File: src/rtl/raw_from_32_pkg.sv
// Shared dtype encoding and local constants for the raw 32-bit unpacker.
// Pixel dtypes are all codes whose bits under DTYPE_PIXEL_MASK equal DTYPE_PIXEL's.
package raw_from_32_pkg;

    localparam int unsigned DTYPE_WIDTH = 4;

    localparam logic [DTYPE_WIDTH-1:0] DTYPE_PIXEL      = 4'h0;
    localparam logic [DTYPE_WIDTH-1:0] DTYPE_PIXEL_MASK = 4'hC;
    localparam logic [DTYPE_WIDTH-1:0] DTYPE_HEADER     = 4'h8;
    localparam logic [DTYPE_WIDTH-1:0] DTYPE_ROW_END    = 4'h9;

    localparam int unsigned GROUP_WORDS  = 5;
    localparam int unsigned GROUP_PIXELS = 16;

    typedef enum logic [1:0] {
        StIdle,
        StSplit,
        StDrain,
        StRowEnd
    } state_e;

    function automatic logic is_pixel_dtype(input logic [DTYPE_WIDTH-1:0] dtype);
        return (dtype & DTYPE_PIXEL_MASK) == (DTYPE_PIXEL & DTYPE_PIXEL_MASK);
    endfunction

endpackage

File: src/rtl/raw_from_32_group_buf.sv
// Five-word buffer for one packed group (4 MSB words + 1 LSB word) and the
// combinational extractor that rebuilds pixel k of a run of len pixels.
// Ports:
//   clk_i, reset_i          clock, async active-high reset
//   wr_en_i, wr_data_i      append one word at position count
//   clear_i                 empty the buffer (wins over a write)
//   count_o                 number of buffered words (0..5)
//   last_word_o             most recently buffered word (0 when empty)
//   k_i, len_i              pixel index and run length for the extractor
//   lsb_word_i              word carrying the 2-bit LSBs of the run
//   pixel_o                 {zero pad, msb8, lsb2}
module raw_from_32_group_buf
    import raw_from_32_pkg::*;
#(
    parameter int unsigned PIXEL_WIDTH = 10
) (
    input  logic        clk_i,
    input  logic        reset_i,
    input  logic        wr_en_i,
    input  logic [31:0] wr_data_i,
    input  logic        clear_i,
    output logic [2:0]  count_o,
    output logic [31:0] last_word_o,
    input  logic [3:0]  k_i,
    input  logic [4:0]  len_i,
    input  logic [31:0] lsb_word_i,
    output logic [15:0] pixel_o
);

    localparam int unsigned PadBits = 16 - PIXEL_WIDTH;

    logic [31:0] words_q [GROUP_WORDS];
    logic [2:0]  count_q;

    always_ff @(posedge clk_i or posedge reset_i) begin
        if (reset_i) begin
            count_q <= '0;
            for (int i = 0; i < GROUP_WORDS; i++) begin
                words_q[i] <= '0;
            end
        end else if (clear_i) begin
            count_q <= '0;
        end else if (wr_en_i && (count_q < 3'(GROUP_WORDS))) begin
            for (int i = 0; i < GROUP_WORDS; i++) begin
                if (3'(i) == count_q) begin
                    words_q[i] <= wr_data_i;
                end
            end
            count_q <= count_q + 3'd1;
        end
    end

    assign count_o = count_q;

    always_comb begin
        last_word_o = '0;
        for (int i = 0; i < GROUP_WORDS; i++) begin
            if (3'(i + 1) == count_q) begin
                last_word_o = words_q[i];
            end
        end
    end

    logic [31:0] msb_word;
    logic [4:0]  msb_shift;
    logic [7:0]  msb8;
    logic [3:0]  lsb_idx;
    logic [1:0]  lsb2;

    // Pixel 4j+b sits in byte (3-b) of MSB word j; LSB pairs are right-aligned,
    // so pixel k's pair is at position len-1-k counted from bit 0.
    always_comb begin
        msb_word  = words_q[k_i[3:2]];
        msb_shift = {~k_i[1:0], 3'b000};
        msb8      = 8'(msb_word >> msb_shift);
        lsb_idx   = 4'(len_i - 5'd1 - {1'b0, k_i});
        lsb2      = 2'(lsb_word_i >> {lsb_idx, 1'b0});
        pixel_o   = 16'({{PadBits{1'b0}}, msb8, lsb2});
    end

endmodule

File: src/rtl/raw_from_32.sv
// Raw 32-bit word stream to 16-bit pixel stream unpacker.
// pack=0: pixel and header words split into low then high 16-bit halves.
// pack=1: 10-bit 8+2 groups are buffered and drained one pixel per cycle;
//         ROW_END drains the partial group using the last word as trailer.
// Optional macro RAW_FROM_32_CHECK_EN enables the sticky err flag.
// Ports:
//   clk, reset       clock, async active-high reset
//   datai, dvi       input word and valid (taken when dvi && readyo)
//   dtypei           input dtype
//   pack             1 = packed 8+2 format; stable within a frame
//   readyo           high only while idle
//   datao, dvo       output word and valid (no backpressure)
//   dtypeo           output dtype
//   err              sticky protocol error (tied 0 without the macro)
module raw_from_32
    import raw_from_32_pkg::*;
#(
    parameter int unsigned PIXEL_WIDTH = 10
) (
    input  logic                   clk,
    input  logic                   reset,
    input  logic [31:0]            datai,
    input  logic                   dvi,
    input  logic [DTYPE_WIDTH-1:0] dtypei,
    input  logic                   pack,
    output logic                   readyo,
    output logic [15:0]            datao,
    output logic                   dvo,
    output logic [DTYPE_WIDTH-1:0] dtypeo,
    output logic                   err
);

    state_e                 state_q, state_d;
    logic [3:0]             k_q, k_d;
    logic [4:0]             len_q, len_d;
    logic                   rowend_q, rowend_d;
    logic [15:0]            hi_q, hi_d;
    logic [DTYPE_WIDTH-1:0] hi_dtype_q, hi_dtype_d;
    logic                   dvo_q, dvo_d;
    logic [15:0]            datao_q, datao_d;
    logic [DTYPE_WIDTH-1:0] dtypeo_q, dtypeo_d;

    logic        buf_wr, buf_clr;
    logic [2:0]  buf_count;
    logic [31:0] buf_last;
    logic [3:0]  ext_k;
    logic [4:0]  ext_len;
    logic [31:0] ext_lsb;
    logic [15:0] ext_pixel;
    logic        proto_err;

    logic in_pixel, in_header, in_row_end;
    assign in_pixel   = is_pixel_dtype(dtypei);
    assign in_header  = (dtypei == DTYPE_HEADER);
    assign in_row_end = (dtypei == DTYPE_ROW_END);

    raw_from_32_group_buf #(
        .PIXEL_WIDTH(PIXEL_WIDTH)
    ) u_group_buf (
        .clk_i      (clk),
        .reset_i    (reset),
        .wr_en_i    (buf_wr),
        .wr_data_i  (datai),
        .clear_i    (buf_clr),
        .count_o    (buf_count),
        .last_word_o(buf_last),
        .k_i        (ext_k),
        .len_i      (ext_len),
        .lsb_word_i (ext_lsb),
        .pixel_o    (ext_pixel)
    );

    // Extractor operands. Pixel 0 is produced on the accept cycle, where the
    // 5th word is still on datai rather than in the buffer.
    always_comb begin
        if (state_q == StDrain) begin
            ext_k   = k_q;
            ext_len = len_q;
            ext_lsb = buf_last;
        end else if (pack && in_pixel) begin
            ext_k   = '0;
            ext_len = 5'(GROUP_PIXELS);
            ext_lsb = datai;
        end else begin
            ext_k   = '0;
            ext_len = {buf_count - 3'd1, 2'b00};
            ext_lsb = buf_last;
        end
    end

    always_comb begin
        state_d    = state_q;
        k_d        = k_q;
        len_d      = len_q;
        rowend_d   = rowend_q;
        hi_d       = hi_q;
        hi_dtype_d = hi_dtype_q;
        dvo_d      = 1'b0;
        datao_d    = '0;
        dtypeo_d   = '0;
        buf_wr     = 1'b0;
        buf_clr    = 1'b0;
        proto_err  = 1'b0;

        unique case (state_q)
            StIdle: begin
                if (dvi) begin
                    if (pack && in_pixel) begin
                        proto_err = (dtypei != DTYPE_PIXEL);
                        buf_wr    = 1'b1;
                        if (buf_count == 3'(GROUP_WORDS - 1)) begin
                            dvo_d    = 1'b1;
                            datao_d  = ext_pixel;
                            dtypeo_d = DTYPE_PIXEL;
                            k_d      = 4'd1;
                            len_d    = 5'(GROUP_PIXELS);
                            rowend_d = 1'b0;
                            state_d  = StDrain;
                        end
                    end else if (pack && in_row_end) begin
                        if (buf_count > 3'd1) begin
                            // Partial group: last word is the trailer.
                            dvo_d    = 1'b1;
                            datao_d  = ext_pixel;
                            dtypeo_d = DTYPE_PIXEL;
                            k_d      = 4'd1;
                            len_d    = ext_len;
                            rowend_d = 1'b1;
                            state_d  = StDrain;
                        end else begin
                            proto_err = (buf_count == 3'd0);
                            buf_clr   = 1'b1;
                            dvo_d     = 1'b1;
                            dtypeo_d  = DTYPE_ROW_END;
                        end
                    end else begin
                        // Any other word aborts a partial group.
                        if (pack && (buf_count != 3'd0)) begin
                            buf_clr   = 1'b1;
                            proto_err = 1'b1;
                        end
                        dvo_d    = 1'b1;
                        datao_d  = datai[15:0];
                        dtypeo_d = dtypei;
                        if ((!pack && in_pixel) || in_header) begin
                            hi_d       = datai[31:16];
                            hi_dtype_d = dtypei;
                            state_d    = StSplit;
                        end
                    end
                end
            end
            StSplit: begin
                dvo_d    = 1'b1;
                datao_d  = hi_q;
                dtypeo_d = hi_dtype_q;
                state_d  = StIdle;
            end
            StDrain: begin
                dvo_d    = 1'b1;
                datao_d  = ext_pixel;
                dtypeo_d = DTYPE_PIXEL;
                k_d      = k_q + 4'd1;
                if ({1'b0, k_q} == (len_q - 5'd1)) begin
                    buf_clr = 1'b1;
                    state_d = rowend_q ? StRowEnd : StIdle;
                end
            end
            StRowEnd: begin
                dvo_d    = 1'b1;
                dtypeo_d = DTYPE_ROW_END;
                state_d  = StIdle;
            end
            default: begin
                state_d = StIdle;
            end
        endcase
    end

    always_ff @(posedge clk or posedge reset) begin
        if (reset) begin
            state_q    <= StIdle;
            k_q        <= '0;
            len_q      <= '0;
            rowend_q   <= 1'b0;
            hi_q       <= '0;
            hi_dtype_q <= '0;
            dvo_q      <= 1'b0;
            datao_q    <= '0;
            dtypeo_q   <= '0;
        end else begin
            state_q    <= state_d;
            k_q        <= k_d;
            len_q      <= len_d;
            rowend_q   <= rowend_d;
            hi_q       <= hi_d;
            hi_dtype_q <= hi_dtype_d;
            dvo_q      <= dvo_d;
            datao_q    <= datao_d;
            dtypeo_q   <= dtypeo_d;
        end
    end

    assign readyo = (state_q == StIdle);
    assign dvo    = dvo_q;
    assign datao  = datao_q;
    assign dtypeo = dtypeo_q;

`ifdef RAW_FROM_32_CHECK_EN
    logic err_q;
    always_ff @(posedge clk or posedge reset) begin
        if (reset) begin
            err_q <= 1'b0;
        end else if (proto_err) begin
            err_q <= 1'b1;
        end
    end
    assign err = err_q;
`else
    logic unused_proto_err;
    assign unused_proto_err = proto_err;
    assign err = 1'b0;
`endif

endmodule

File: config.mk
export PLATFORM = sky130hd
export DESIGN_NAME = raw_from_32
export DESIGN_NICKNAME = d
export VERILOG_FILES = /design/src/rtl/raw_from_32_pkg.sv /design/src/rtl/raw_from_32_group_buf.sv /design/src/rtl/raw_from_32.sv
export SDC_FILE = /design/constraint.sdc
export NUM_CORES = 1
export LEC_CHECK = 0
export BUFFER_PORTS_ARGS = -buffer_cell sky130_fd_sc_hd__clkbuf_2
export CAP_MARGIN = 5
export CORE_MARGIN = 1
export CORE_UTILIZATION = 50
export DETAILED_ROUTE_END_ITERATION = 6
export PLACE_DENSITY = 0.67
export SKIP_CTS_REPAIR_TIMING = 1
export SLEW_MARGIN = 20
export SYNTH_ARGS = -nofsm -noshare
export SYNTH_HDL_FRONTEND = slang
export SYNTH_SLANG_ARGS = --single-unit
File: constraint.sdc
create_clock -name clk -period 9.92 [get_ports clk]
set_input_delay 0 -clock clk [delete_from_list [all_inputs] [get_ports clk]]
set_output_delay 0 -clock clk [all_outputs]
set_load 0.02 [all_outputs]
==> results of run 1 <==
power by group through the flow:
stage | clock network [mW] | registers (mW) | logic [mW]
after global routing | 0.927 | 1.40 | 1.28
after CTS | 0.890 | 1.36 | 1.16
after floorplan | 0 | 1.30 | 0.843
after global placement | 0 | 1.37 | 1.14
final | 0.884 | 1.37 | 1.19
after detailed placement | 0 | 1.37 | 1.16
sequential cells by signal, summed over array words and instances, names as in the netlist, 2 cells and up:
name,flops
len_q,5
u_group_buf.count_o,3
u_group_buf.words_q,160
dtypeo,4
k_q,4
hi_q,16
datao,16
state_q,2
hi_dtype_q,4
per-layer routing:
metal	up-vias	track usage (%)	part of all wire [%]
li1	4223	-	-
met3	95	5.28	8.8
met4	0	13.4	4.0
met2	526	49.3	45
met5	-	0	0
met1	4829	45.9	42
cell usage after synthesis (8+ instances only):
cell type,instances,area [um^2]
ha_1,11,138
nand3_1,11,55.1
o211ai_1,11,82.6
o22ai_1,18,113
a31oi_1,23,144
clkbuf_1,25,93.8
mux2_2,179,2020
nand2_1,90,338
inv_1,20,75.1
a22oi_1,15,113
nor2_1,68,255
dfrtp_1,216,5410
a21oi_1,53,265
a211oi_1,14,105
mux2i_1,39,390
a221oi_1,18,158
buf_2,43,215
and2_1,9,56.3
a221o_1,20,200
o221ai_1,12,105
o21ai_0,57,285
nand3b_1,8,60.1
kinds of logic (layout without fill, tap and decap cells):
kind of cell	after synthesis	count (layout)	synth area share (%)
buffers and inverters	100	181	3.97
flip-flops	216	216	45.6
other	1	1	0.0317
XOR/XNOR	12	12	0.887
multiplexers	222	222	21.1
AND/OR/NAND/NOR	231	231	9.38
adder cells (fa/ha/maj)	12	12	1.33
AO/OA/AOI/OAI	300	300	17.7
layout make-up:
| cell class | instances | share of cell area (%) |
|---|---|---|
| multi-input combinational | 778 | 44.3 |
| sequential | 216 | 40.1 |
| timing repair buffer | 120 | 6.26 |
| clock buffer | 38 | 5.45 |
| tap | 313 | 2.91 |
| inverter | 21 | 0.678 |
| clock inverter | 2 | 0.260 |
worst reg2reg max path: cells and delay by family, from the launching register on:
| kind | cells | cell delay (ps) |
|---|---|---|
| and+or+nand+nor | 4 | 1680 |
| AOI/OAI and AO/OA | 4 | 700 |
| buffers and inverters | 3 | 890 |
| DFF | 1 | 650 |
| adders and majority gates | 1 | 650 |
worst paths after layout:
| path | startpoint | end | slack [ps] | cells after the start |
|---|---|---|---|---|
| setup / recovery | state_q[0] | datao[1] | 5280 | 12 |
| hold / removal | pack | u_group_buf.count_o[2] | 60 | 4 |
| min in group asynchronous | reset | u_group_buf.words_q[70] | 160 | 3 |
| hold reg to reg | u_group_buf.words_q[1] | u_group_buf.words_q[1] | 500 | 2 |
| setup reg to reg | state_q[0] | datao[1] | 5280 | 12 |
| max in group asynchronous | reset | k_q[2] | 8290 | 4 |
per-stage QoR:
| step | cells | area, um^2 |
|---|---|---|
| after global routing | 1488 | 13500 |
| after detailed placement | 1410 | 12300 |
| after floorplan | 1094 | 11800 |
| after global placement | 1410 | 12300 |
| final | 1488 | 13500 |
| after CTS | 1450 | 13100 |
==> results.py, run 1 <==
metrics = {
    "job": {
        "drv_cap": 0,
    },
    "power_and_ir_drop": {
        "seqPwrFrac_pct": 39.7,
        "pwr-share-comb_pct": 34.6,
        "power_density_nw_per_um2": 256,
        "power_mw": 3.45,
        "leakagePower_nw": 6.24,
        "switching_share_pct": 36.6,
        "p_int_mw": 2.19,
        "p_switching_mw": 1.26,
        "vdd_ir_drop_max_mv": 0.155,
        "p_clk_share_pct": 25.6,
    },
    "critical_path": {
        "crit_top_cell": "inv_1",
        "worst_setup_path_start_kind": "flip-flop",
        "cp-end-kind": "flip-flop",
        "path_max_fanout": 25,
        "crit_family": "simple AND/OR/NAND/NOR gates",
        "critPathKind": "reg -> reg",
        "path_cells": "nor2b_2 > buf_4 > nand2_1 > inv_1 > fa_1 > inv_1 > nor2_1 > a311o_1 > o221ai_1 > a221oi_1 > or4_1 > o211ai_2",
        "cp_slowest_cell": "nor2b_2",
        "path_buf_inv": 3,
        "crit_arrival_ps": 5090,
        "critical_path.max_stage_delay_ps": 710,
        "cp.required_ps": 10370,
    },
    "cells_and_area": {
        "diodes": 0,
        "multi_input_area_um2": 5970,
        "nFillCells": 1986,
        "final_util_pct": 58.8,
        "seq_area_um2": 5410,
        "final_common_cell": "dfrtp_1",
        "layout-drive-gt1-share_pct": 27.1,
        "area_growth_syn_to_layout_pct": 13.8,
        "fin_nets": 1213,
        "most-common-layout-cells": "dfrtp_1, mux2_2, nand2_1, nor2_1, clkbuf_2",
    },
    "sta": {
        "period_minus_slack_ps": 4640,
        "tightest_slew_ps": 1160,
        "fin_hold_ws_ps": 60.6,
        "min_period_over_period_pct": 46.8,
        "finClkSkew_ps": 12.9,
        "drv_slew": 0,
        "finalSetupViolCount": 0,
        "setup_tns_ps": 0,
        "worst_slack_ps": 5280,
        "slew_headroom_pct": 22.8,
        "hold_viol": 0,
        "rsz0062_at_grt": "no",
        "fmaxAchievable_mhz": 215,
    },
    "grt": {
        "grt_pass1_vias": 9253,
        "grt_overflow_total": 0,
        "grt_pass1_wl_um": 58400,
        "globalRouteTotalUtil_pct": 32.4,
        "grt_max_degree": 146,
        "antenna_found_initial": 0,
    },
    "yosys": {
        "syn-instance-count": 1094,
        "ys_ff_latch": 216,
        "synthFlopType": "dfrtp_1",
        "ys_seq_area_share_pct": 45.6,
        "synth_edf_count": 0,
        "syn-mean-instance-area_um2": 10.8,
        "yosysWarnings": 0,
        "syn-num-nets": 1146,
        "syn_area_um2": 11800,
        "ys_async_sr_fraction_pct": 100,
        "synth_cell_types": 76,
    },
    "routing": {
        "wl_um": 38800,
        "first_pass_iters": 7,
        "dr.first_iter.drc_count": 939,
        "drc": 0,
        "via_count": 9673,
        "wl_per_cell_um": 26.1,
        "vias_per_cell": 6.50,
        "ant_nets": 0,
    },
    "clock_tree": {
        "cts_htree_levels": 1,
        "clock_path_buffers": 3,
        "insertion_delay_ps": 530,
        "numCtsBuffers": 24,
        "cts_root_buf": "clkbuf_16",
        "cts.sinks": 216,
        "cts_tree": "built",
        "clk_pin_slew_ps": 60,
    },
    "die": {
        "std_cell_rows": 55,
        "coreArea_um2": 22900,
        "ios": 63,
        "fp.dieH_um": 156,
        "start_util_pct": 51.7,
        "die_area_um2": 24300,
        "fp.dieW_um": 156,
    },
    "hold_path": {
        "hold_class": "in -> reg",
    },
    "placement": {
        "gp_congestion": 0.969,
        "hpwl_um": 25400,
        "io_buffers": 61,
        "dp_slack_ps": 5440,
    },
    "outcome": {
        "status": "finished clean",
    },
}
(Power assumes the default switching activity.)
==> run 2: changes to the inputs <==
- ABC_AREA: not set -> 1
- clock period: 9.92 -> 4.3 ns (I/O delays scaled with it)
==> run 2 against run 1 <==
Compared with the run above: count of clock-buffer cells in the layout shrank 1; synthesized cell count grew 54%; highest routed layer unchanged; the run now ends with hold timing left; largest cell class unchanged; total power is 130% higher; synthesized area increased by 2.3%.
==> results.py, run 2 <==
metrics = {
    "die": {
        "fp.dieH_um": 158,
        "coreArea_um2": 23600,
        "die_area_um2": 24900,
        "fp.dieW_um": 158,
        "std_cell_rows": 56,
        "ios": 63,
        "start_util_pct": 51.3,
    },
    "routing": {
        "drc": 0,
        "via_count": 11788,
        "wl_per_cell_um": 19.9,
        "wl_um": 41300,
        "first_pass_iters": 5,
        "ant_nets": 0,
        "dr.first_iter.drc_count": 1307,
        "vias_per_cell": 5.67,
    },
    "critical_path": {
        "critPathKind": "reg -> reg",
        "cp-end-kind": "flip-flop",
        "path_max_fanout": 19,
        "cp.required_ps": 4710,
        "critical_path.max_stage_delay_ps": 770,
        "cp_slowest_cell": "fa_1",
        "path_buf_inv": 4,
        "crit_arrival_ps": 3740,
        "worst_setup_path_start_kind": "flip-flop",
        "r2r_setup_slack_ps": 970,
        "crit_family": "adder cells",
        "path_cells": "nand2_4 > nor2_4 > buf_4 > inv_2 > ha_1 > inv_1 > fa_1 > inv_1 > nand3_1 > nand3_1 > nand3_1 > nand3_1 > nand2_1 > a21oi_1",
        "crit_top_cell": "nand3_1",
    },
    "yosys": {
        "synth_compound_area_share_pct": 18.1,
        "synth_cell_types": 38,
        "synth_fa_ha_area_share_pct": 1.30,
        "ys_async_sr_fraction_pct": 100,
        "yosys.area_share.simple_pct": 25.4,
        "yosysTopAreaCell": "dfrtp_1",
        "syn-num-nets": 1741,
        "synthTopCellsByCount": "nand2_1, o21ai_0, dfrtp_1, inv_1, nand3_1",
        "yosysTopAreaCellShare_pct": 44.6,
        "synthFlopType": "dfrtp_1",
        "syn-mean-instance-area_um2": 7.17,
        "ys_ff_latch": 216,
        "post-synth-top-count-cell": "nand2_1",
        "syn-instance-count": 1689,
        "yosysWarnings": 0,
        "synth_top_family_by_area": "simple AND/OR/NAND/NOR gates",
        "ys_seq_area_share_pct": 44.6,
        "synth_edf_count": 0,
        "synthTopCellsByArea": "dfrtp_1, nand2_1, o21ai_0, nand3_1, inv_1",
        "synthXorXnorAreaFrac_pct": 0.723,
        "synth_mux_area_share_pct": 0,
        "syn_area_um2": 12100,
    },
    "sta": {
        "drv_slew": 0,
        "fin_hold_ws_ps": -16.8,
        "tightest_slew_ps": 1080,
        "fmaxAchievable_mhz": 301,
        "finClkSkew_ps": 25.1,
        "slew_headroom_pct": 28.1,
        "finalSetupViolCount": 0,
        "rsz0062_at_grt": "no",
        "hold_viol": 2,
        "period_minus_slack_ps": 3330,
        "worst_slack_ps": 973,
        "setup_tns_ps": 0,
        "min_period_over_period_pct": 77.4,
    },
    "cells_and_area": {
        "layout-drive-gt1-share_pct": 9.14,
        "area_growth_syn_to_layout_pct": 13.8,
        "fin_nets": 1796,
        "nFillCells": 2273,
        "final_common_cell": "nand2_1",
        "largest_reg_flops": 160,
        "most-common-layout-cells": "nand2_1, o21ai_0, dfrtp_1, inv_1, nand3_1",
        "regMostFlops": "u_group_buf.words_q",
        "diodes": 0,
    },
    "clock_tree": {
        "clock_path_buffers": 3,
        "insertion_delay_ps": 550,
        "cts_htree_levels": 1,
        "cts_tree": "built",
        "numCtsBuffers": 25,
        "cts_root_buf": "clkbuf_16",
        "clk_pin_slew_ps": 60,
        "cts.sinks": 216,
    },
    "power_and_ir_drop": {
        "vdd_ir_drop_max_mv": 0.326,
        "power_density_nw_per_um2": 577,
        "leakagePower_nw": 6.74,
    },
    "placement": {
        "hpwl_um": 27000,
        "gp_congestion": 0.953,
        "dp_slack_ps": 1020,
        "io_buffers": 61,
    },
    "grt": {
        "globalRouteTotalUtil_pct": 33.9,
        "grt_overflow_total": 0,
        "grt_pass1_wl_um": 63100,
        "grt_pass1_vias": 10710,
        "grt_max_degree": 160,
        "antenna_found_initial": 0,
    },
    "outcome": {
        "violations": "hold timing",
        "status": "finished with violations",
    },
    "job": {
        "drv_cap": 0,
    },
    "hold_path": {
        "hold_class": "in -> reg",
    },
}
run 2: final cells by class:
cell class / count / area, um^2 / share of cell area, %
multi-input cells: 1175 / 5520 / 40.1
flip-flops and latches: 216 / 5410 / 39.2
inverters: 198 / 747 / 5.42
clock buffers: 37 / 751 / 5.45
clock inverters: 7 / 38.8 / 0.281
well taps: 319 / 399 / 2.90
repair buffers: 128 / 921 / 6.68
run 2: worst paths after layout:
kind	startpoint	end	cells past startpoint
max	state_q[1]	datao[0]	14
min	pack	dvo	4
max reg2reg	state_q[1]	datao[0]	14
min reg2reg	hi_dtype_q[2]	hi_dtype_q[2]	2
max in group asynchronous	reset	u_group_buf.words_q[79]	4
min in group asynchronous	reset	u_group_buf.words_q[50]	4
run 2: worst min-delay path, stage by stage:
cell and delay, ps:
clkbuf_2 100, nand2_2 170, o21ai_1 100, nand2_1 100
run 2: cell families (layout without fill, tap and decap cells):
group                    Yosys count  in the layout
AND/OR/NAND/NOR                  737            737
AO/OA/AOI/OAI                    415            415
buffers and inverters            298            370
flip-flops                       216            216
adder cells (fa/ha/maj)           12             12
XOR/XNOR                          10             10
other                              1              1
run 2: where the power goes:
group	internal (mW)	leakage [nW]	switching (mW)
Sequential	2.65	2.88	0.439
Combinational	0.942	3.47	1.86
Clock	1.20	0.398	0.873
run 2: stage by stage:
step / instance area, um^2 / util, % / hold WS (ps) / power [mW] / std cells
floorplan: 12100 / - / 138 / 4.93 / 1689
global placement: 12600 / 53.3 / 302 / 5.77 / 1996
detailed placement: 12600 / 53.3 / 305 / 5.81 / 1996
CTS: 13400 / 56.7 / -242 / 7.89 / 2040
global route: 13800 / 58.4 / 48.4 / 8.48 / 2080
finish: 13800 / 58.4 / -16.8 / 7.96 / 2080
run 2: per-layer routing:
metal	routed length (um)	share of wire [%]	GRT usage, %	up-vias
met5	0	0	0	-
met4	1850	4.5	14.7	0
met1	17000	41	46.0	5538
li1	-	-	-	5566
met3	3800	9.2	6.35	114
met2	18700	45	52.7	570
